### src/rtl/lcd_8080_sink.sv
// ============================================================================
// Module      : lcd_8080_sink
// Description : Panel-side 8080 write-bus receiver; decodes CASET/PASET/RAMWR/
//               SWRESET and emits one (x,y,rgb565) event per RAMWR data write.
//               Optional tearing-effect generator enabled by LCD_SINK_TE_EN.
// Revision    : 1.0 - initial release
// ============================================================================
`default_nettype none

module lcd_8080_sink #(
    parameter int H_RES     = 240,
    parameter int V_RES     = 320,
    parameter int COORD_W   = 9,
    parameter int TE_PERIOD = 400000
) (
    input  logic               clk,
    input  logic               reset,
    input  logic               wr_n,
    input  logic               dc,
    input  logic               rd_n,
    input  logic [15:0]        data,
    output logic               cmd_valid,
    output logic [7:0]         cmd_code,
    output logic               pix_valid,
    output logic [COORD_W-1:0] pix_x,
    output logic [COORD_W-1:0] pix_y,
    output logic [15:0]        pix_data,
    output logic               rd_err,
    output logic               te
);

    localparam logic [COORD_W-1:0] c_ec_rst = COORD_W'(H_RES - 1);
    localparam logic [COORD_W-1:0] c_ep_rst = COORD_W'(V_RES - 1);

    typedef enum logic [1:0] {
        ST_IDLE  = 2'd0,
        ST_CASET = 2'd1,
        ST_PASET = 2'd2,
        ST_RAMWR = 2'd3
    } state_t;

    // Strobe idles high, so its sync flops reset high to avoid a false edge.
    logic        r_wr_s1, r_wr_s2, r_wr_s3;
    logic        r_rd_s1, r_rd_s2;
    logic        r_dc_s1, r_dc_s2;
    logic [15:0] r_data_s1, r_data_s2;

    state_t              r_state, w_state_nxt;
    logic [1:0]          r_idx, w_idx_nxt;
    logic [7:0]          r_sh_sh, w_sh_sh_nxt;
    logic [7:0]          r_sh_sl, w_sh_sl_nxt;
    logic [7:0]          r_sh_eh, w_sh_eh_nxt;
    logic [COORD_W-1:0]  r_sc, r_ec, r_sp, r_ep;
    logic [COORD_W-1:0]  w_sc_nxt, w_ec_nxt, w_sp_nxt, w_ep_nxt;
    logic [COORD_W-1:0]  r_x, r_y, w_x_nxt, w_y_nxt;
    logic                w_cmd_valid_nxt, w_pix_valid_nxt;
    logic [7:0]          w_cmd_code_nxt;
    logic [COORD_W-1:0]  w_pix_x_nxt, w_pix_y_nxt;
    logic [15:0]         w_pix_data_nxt;

    logic                w_evt;
    logic [COORD_W-1:0]  w_par_start, w_par_end, w_par_end_fix;

    assign w_evt         = r_wr_s2 & ~r_wr_s3;
    assign w_par_start   = COORD_W'({r_sh_sh, r_sh_sl});
    assign w_par_end     = COORD_W'({r_sh_eh, r_data_s2[7:0]});
    assign w_par_end_fix = (w_par_start > w_par_end) ? w_par_start : w_par_end;

    always_ff @(posedge clk) begin
        if (reset) begin
            r_wr_s1   <= 1'b1;
            r_wr_s2   <= 1'b1;
            r_wr_s3   <= 1'b1;
            r_rd_s1   <= 1'b1;
            r_rd_s2   <= 1'b1;
            r_dc_s1   <= 1'b0;
            r_dc_s2   <= 1'b0;
            r_data_s1 <= 16'h0000;
            r_data_s2 <= 16'h0000;
        end else begin
            r_wr_s1   <= wr_n;
            r_wr_s2   <= r_wr_s1;
            r_wr_s3   <= r_wr_s2;
            r_rd_s1   <= rd_n;
            r_rd_s2   <= r_rd_s1;
            r_dc_s1   <= dc;
            r_dc_s2   <= r_dc_s1;
            r_data_s1 <= data;
            r_data_s2 <= r_data_s1;
        end
    end

    always_comb begin
        w_state_nxt     = r_state;
        w_idx_nxt       = r_idx;
        w_sh_sh_nxt     = r_sh_sh;
        w_sh_sl_nxt     = r_sh_sl;
        w_sh_eh_nxt     = r_sh_eh;
        w_sc_nxt        = r_sc;
        w_ec_nxt        = r_ec;
        w_sp_nxt        = r_sp;
        w_ep_nxt        = r_ep;
        w_x_nxt         = r_x;
        w_y_nxt         = r_y;
        w_cmd_valid_nxt = 1'b0;
        w_cmd_code_nxt  = cmd_code;
        w_pix_valid_nxt = 1'b0;
        w_pix_x_nxt     = pix_x;
        w_pix_y_nxt     = pix_y;
        w_pix_data_nxt  = pix_data;

        if (w_evt) begin
            if (!r_dc_s2) begin
                w_cmd_valid_nxt = 1'b1;
                w_cmd_code_nxt  = r_data_s2[7:0];
                w_idx_nxt       = 2'd0;
                case (r_data_s2[7:0])
                    8'h2A: w_state_nxt = ST_CASET;
                    8'h2B: w_state_nxt = ST_PASET;
                    8'h2C: begin
                        w_state_nxt = ST_RAMWR;
                        w_x_nxt     = r_sc;
                        w_y_nxt     = r_sp;
                    end
                    8'h01: begin
                        w_state_nxt = ST_IDLE;
                        w_sc_nxt    = '0;
                        w_ec_nxt    = c_ec_rst;
                        w_sp_nxt    = '0;
                        w_ep_nxt    = c_ep_rst;
                    end
                    default: w_state_nxt = ST_IDLE;
                endcase
            end else begin
                case (r_state)
                    ST_CASET, ST_PASET: begin
                        w_idx_nxt = r_idx + 2'd1;
                        case (r_idx)
                            2'd0: w_sh_sh_nxt = r_data_s2[7:0];
                            2'd1: w_sh_sl_nxt = r_data_s2[7:0];
                            2'd2: w_sh_eh_nxt = r_data_s2[7:0];
                            default: begin
                                // Live window commits only once all four bytes are in.
                                if (r_state == ST_CASET) begin
                                    w_sc_nxt = w_par_start;
                                    w_ec_nxt = w_par_end_fix;
                                end else begin
                                    w_sp_nxt = w_par_start;
                                    w_ep_nxt = w_par_end_fix;
                                end
                                w_idx_nxt   = 2'd0;
                                w_state_nxt = ST_IDLE;
                            end
                        endcase
                    end
                    ST_RAMWR: begin
                        w_pix_valid_nxt = 1'b1;
                        w_pix_x_nxt     = r_x;
                        w_pix_y_nxt     = r_y;
                        w_pix_data_nxt  = r_data_s2;
                        if (r_x != r_ec) begin
                            w_x_nxt = r_x + 1'b1;
                        end else begin
                            w_x_nxt = r_sc;
                            w_y_nxt = (r_y == r_ep) ? r_sp : r_y + 1'b1;
                        end
                    end
                    default: ;
                endcase
            end
        end
    end

    always_ff @(posedge clk) begin
        if (reset) begin
            r_state   <= ST_IDLE;
            r_idx     <= 2'd0;
            r_sh_sh   <= 8'h00;
            r_sh_sl   <= 8'h00;
            r_sh_eh   <= 8'h00;
            r_sc      <= '0;
            r_ec      <= c_ec_rst;
            r_sp      <= '0;
            r_ep      <= c_ep_rst;
            r_x       <= '0;
            r_y       <= '0;
            cmd_valid <= 1'b0;
            cmd_code  <= 8'h00;
            pix_valid <= 1'b0;
            pix_x     <= '0;
            pix_y     <= '0;
            pix_data  <= 16'h0000;
            rd_err    <= 1'b0;
        end else begin
            r_state   <= w_state_nxt;
            r_idx     <= w_idx_nxt;
            r_sh_sh   <= w_sh_sh_nxt;
            r_sh_sl   <= w_sh_sl_nxt;
            r_sh_eh   <= w_sh_eh_nxt;
            r_sc      <= w_sc_nxt;
            r_ec      <= w_ec_nxt;
            r_sp      <= w_sp_nxt;
            r_ep      <= w_ep_nxt;
            r_x       <= w_x_nxt;
            r_y       <= w_y_nxt;
            cmd_valid <= w_cmd_valid_nxt;
            cmd_code  <= w_cmd_code_nxt;
            pix_valid <= w_pix_valid_nxt;
            pix_x     <= w_pix_x_nxt;
            pix_y     <= w_pix_y_nxt;
            pix_data  <= w_pix_data_nxt;
            if (!r_rd_s2) begin
                rd_err <= 1'b1;
            end
        end
    end

`ifdef LCD_SINK_TE_EN
    localparam int c_te_w = (TE_PERIOD > 1) ? $clog2(TE_PERIOD) : 1;
    localparam logic [c_te_w-1:0] c_te_last = c_te_w'(TE_PERIOD - 1);

    logic [c_te_w-1:0] r_te_cnt;

    always_ff @(posedge clk) begin
        if (reset || (r_te_cnt == c_te_last)) begin
            r_te_cnt <= '0;
        end else begin
            r_te_cnt <= r_te_cnt + 1'b1;
        end
    end

    assign te = (r_te_cnt == c_te_last);
`else
    logic [31:0] w_unused_te_period;
    assign w_unused_te_period = TE_PERIOD;
    assign te = 1'b0;
`endif

endmodule

`default_nettype wire
### config.mk
export PLATFORM = sky130hd
export DESIGN_NAME = lcd_8080_sink
export DESIGN_NICKNAME = d
export VERILOG_FILES = /design/src/rtl/lcd_8080_sink.sv
export SDC_FILE = /design/constraint.sdc
export NUM_CORES = 1
export LEC_CHECK = 0
export CORE_UTILIZATION = 50
export DETAILED_ROUTE_END_ITERATION = 10
export PLACE_DENSITY = 0.75
export SETUP_SLACK_MARGIN = 0.2
export SYNTH_ARGS = -nofsm -noshare
export SYNTH_HDL_FRONTEND = slang
export SYNTH_SLANG_ARGS = --single-unit
### constraint.sdc
create_clock -name clk -period 2.38 [get_ports clk]
set_clock_uncertainty 0.05 [all_clocks]
set_input_delay 0.476 -clock clk [delete_from_list [all_inputs] [get_ports clk]]
set_output_delay 0.476 -clock clk [all_outputs]
set_load 0.02 [all_outputs]
==> results.toml <==
[status]
outcome = "complete, no violations"

[synthesis]
yosysSeqAreaShare = 0.499
synth_area_leaders = "dfxtp_1 (50%), a21oi_1 (7.0%), nand2_1 (6.6%)"
yosysWarnings = 0
synth_area_leader_cell = "dfxtp_1"
syn_inst = 689
syn-num-nets = 727
synth_top_area_share = 0.499
syn_area_um2 = 6100
synthDistinctLibCells = 55
synthTopCellsByCount = "dfxtp_1 (152), nand2_1 (108), a21oi_1 (85)"
synth_flop_cell = "dfxtp_1"
synth_most_common_cell = "dfxtp_1"
synth-seq-cells = 152
synth_edf_count = 0
ys_async_sr_fraction = 0
syn_area_per_cell_um2 = 8.85

[critical_path]
startpoint_type = "flop"
arrival_ns = 2.33
critPathLaunch = "r_sh_sl[1]$_SDFFE_PP0P_"
end_kind = "flop"
worstPathRequired_ns = 2.61
crit_fanout = 5
rrSetupSlack_ns = 0.29
crit_type = "flop to flop"
worstReg2RegStart = "r_sh_sl[1]$_SDFFE_PP0P_"

[detailed_routing]
dr.first_iter.drc_count = 346
wl_per_cell_um = 16.6
dr.pass1.iters = 5
viasPerCell = 5.49
antenna_left = 0
drt_wl_total_um = 15300
drcViolationCount = 0
vias = 5089

[grt]
track_usage = 0.253
grt_max_degree = 62
antenna_found_initial = 0
grt.overflow.total = 0
grt_pass1_wl_um = 24600
grt_pass1_vias = 4856

[clocking]
clk_pin_slew_ns = 0.06
cts_buffer_depth = 2
htreeDepth = 4
ctsHoldBuffers = 0
root_buffer = "clkbuf_16"
numCtsBuffers = 17
cts_tree = "done"
clock_sinks = 152
clk_latency_ns = 0.42

[placement]
portBuffers = 65
gp_congestion = 0.869
dpl_worst_slack_ns = 0.0591
hpwl_um = 10600

[flow_run]
maxCapViolations = 0

[cells_and_area]
nets = 809
post-route-util = 0.666
area_growth_pct = 27.4
drive_above_1_share = 0.140
diodes = 0
fill_cells = 968

[floorplan]
rows = 39
die_w_um = 112
start_util = 0.523
die_h_um = 112
boundaryPins = 67
core_area_um2 = 11700
dieArea_um2 = 12600

[worst_hold_path]
hold_class = "flop to flop"
hold_path.startpoint = "r_rd_s1$_SDFF_PP1_"

[timing]
drv_slew = 0
setup_viol = 0
worst_slack_ns = 0.289
finalCritPeriodShare = 0.878
fmax_ghz = 0.478
finalHoldViolCount = 0
finalCriticalPeriod_ns = 2.09
slew_headroom = 0.579
setup-tns-final_ns = 0
tightest_slew_ns = 0.629
rsz0062_at_grt = "yes"

[pwr]
p_leak_nw = 2.77
ir_worst_vdd_v = 0.000576
powerDensity_nw_per_um2 = 715
power_w = 0.00556
==> per-layer routing <==
layer,vias to the layer above,track usage,part of all wire
met4,0,0.0924,0.026
met1,2399,0.305,0.43
li1,2509,-,-
met2,147,0.434,0.49
met5,-,0,0
met3,34,0.0691,0.049
==> placed cells by master, fill, tap and decap left out, types with 4 or more instances in the layout <==
cell and n:
clkdlybuf4s50_1 64, clkinv_4 5, o21ai_0 9, mux2_2 4, clkbuf_16 17, and3_1 5, inv_1 21, a21oi_1 85
nand3_1 28, clkinvlp_4 4, nor2b_1 37, or2_2 6, a22oi_1 11, a21o_1 5, nor3_1 8, dfxtp_1 147
o32ai_1 5, buf_4 36, o22ai_1 4, a2bb2oi_1 7, nand2b_1 5, ha_1 17, or3_1 4, xnor2_1 10
mux2i_1 15, mux2i_2 4, xor2_1 10, nand2_1 108, nor2_1 46
==> worst paths after layout <==
check        cells after the start                   end
max                              7  r_ec[8]$_SDFFE_PP0P_
min                              1    r_rd_s2$_SDFF_PP1_
max reg2reg                      7  r_ec[8]$_SDFFE_PP0P_
min reg2reg                      1    r_rd_s2$_SDFF_PP1_
==> worst max-delay path, cell delays in order, from the launching register on <==
cell,delay (ns)
dfxtp_1,0.42
ha_1,0.28
nor2b_1,0.14
o21a_1,0.16
o21a_1,0.20
nor2_1,0.16
mux2i_1,0.41
o22ai_1,0.15
==> power by group <==
group / switching [W] / internal, W / total, W
sequential: 0.0000161 / 0.00258 / 0.00259
clock: 0.00105 / 0.00169 / 0.00274
combinational: 0.000117 / 0.000107 / 0.000225
total: 0.00119 / 0.00437 / 0.00556
==> cell families after synthesis <==
| group | Yosys count | share of synthesized area |
|---|---|---|
| xor+xnor | 20 | 0.0287 |
| other cells | 1 | 0.000615 |
| flops | 152 | 0.499 |
| mux | 23 | 0.0386 |
| simple gates | 267 | 0.213 |
| fa+ha+maj | 17 | 0.0349 |
| buf+inv | 62 | 0.0396 |
| compound gates | 147 | 0.146 |
==> stage by stage <==
step                      hold WS, ns  std cells  cell area [µm²]
final                           0.356        927             7770
after detailed placement        0.352        890             7060
after floorplan                 0.339        689             6110
after global placement          0.342        890             7060
after global routing            0.366        927             7770
after CTS                       0.362        924             7700
==> sequential cells by signal (all words and copies together), names as in the netlist, 2 cells and up <==
name / flops
cmd_code: 8
pix_data: 16
pix_x: 9
pix_y: 9
r_data_s1: 16
r_data_s2: 16
r_ec: 9
r_ep: 9
r_idx: 2
r_sc: 9
r_sh_sl: 8
r_sp: 9
r_state: 2
r_x: 9
r_y: 9
==> final cells by class <==
class                   count  area (µm²)  area share
inverters                  22        82.6      0.0106
well taps                 143         179      0.0230
repair buffers            103         962       0.124
multi-input cells         475        2880       0.370
clock buffers              19         443      0.0570
flip-flops and latches    152        3050       0.393
clock inverters            13         173      0.0222
==> repair_timing <==
item                                    in CTS  in global routing
gates resized for setup                      3                 16
endpoints found under the setup margin      17                 25
pin swaps                                    1                  9
setup buffers                                2                  3
(Power assumes the default switching activity.)
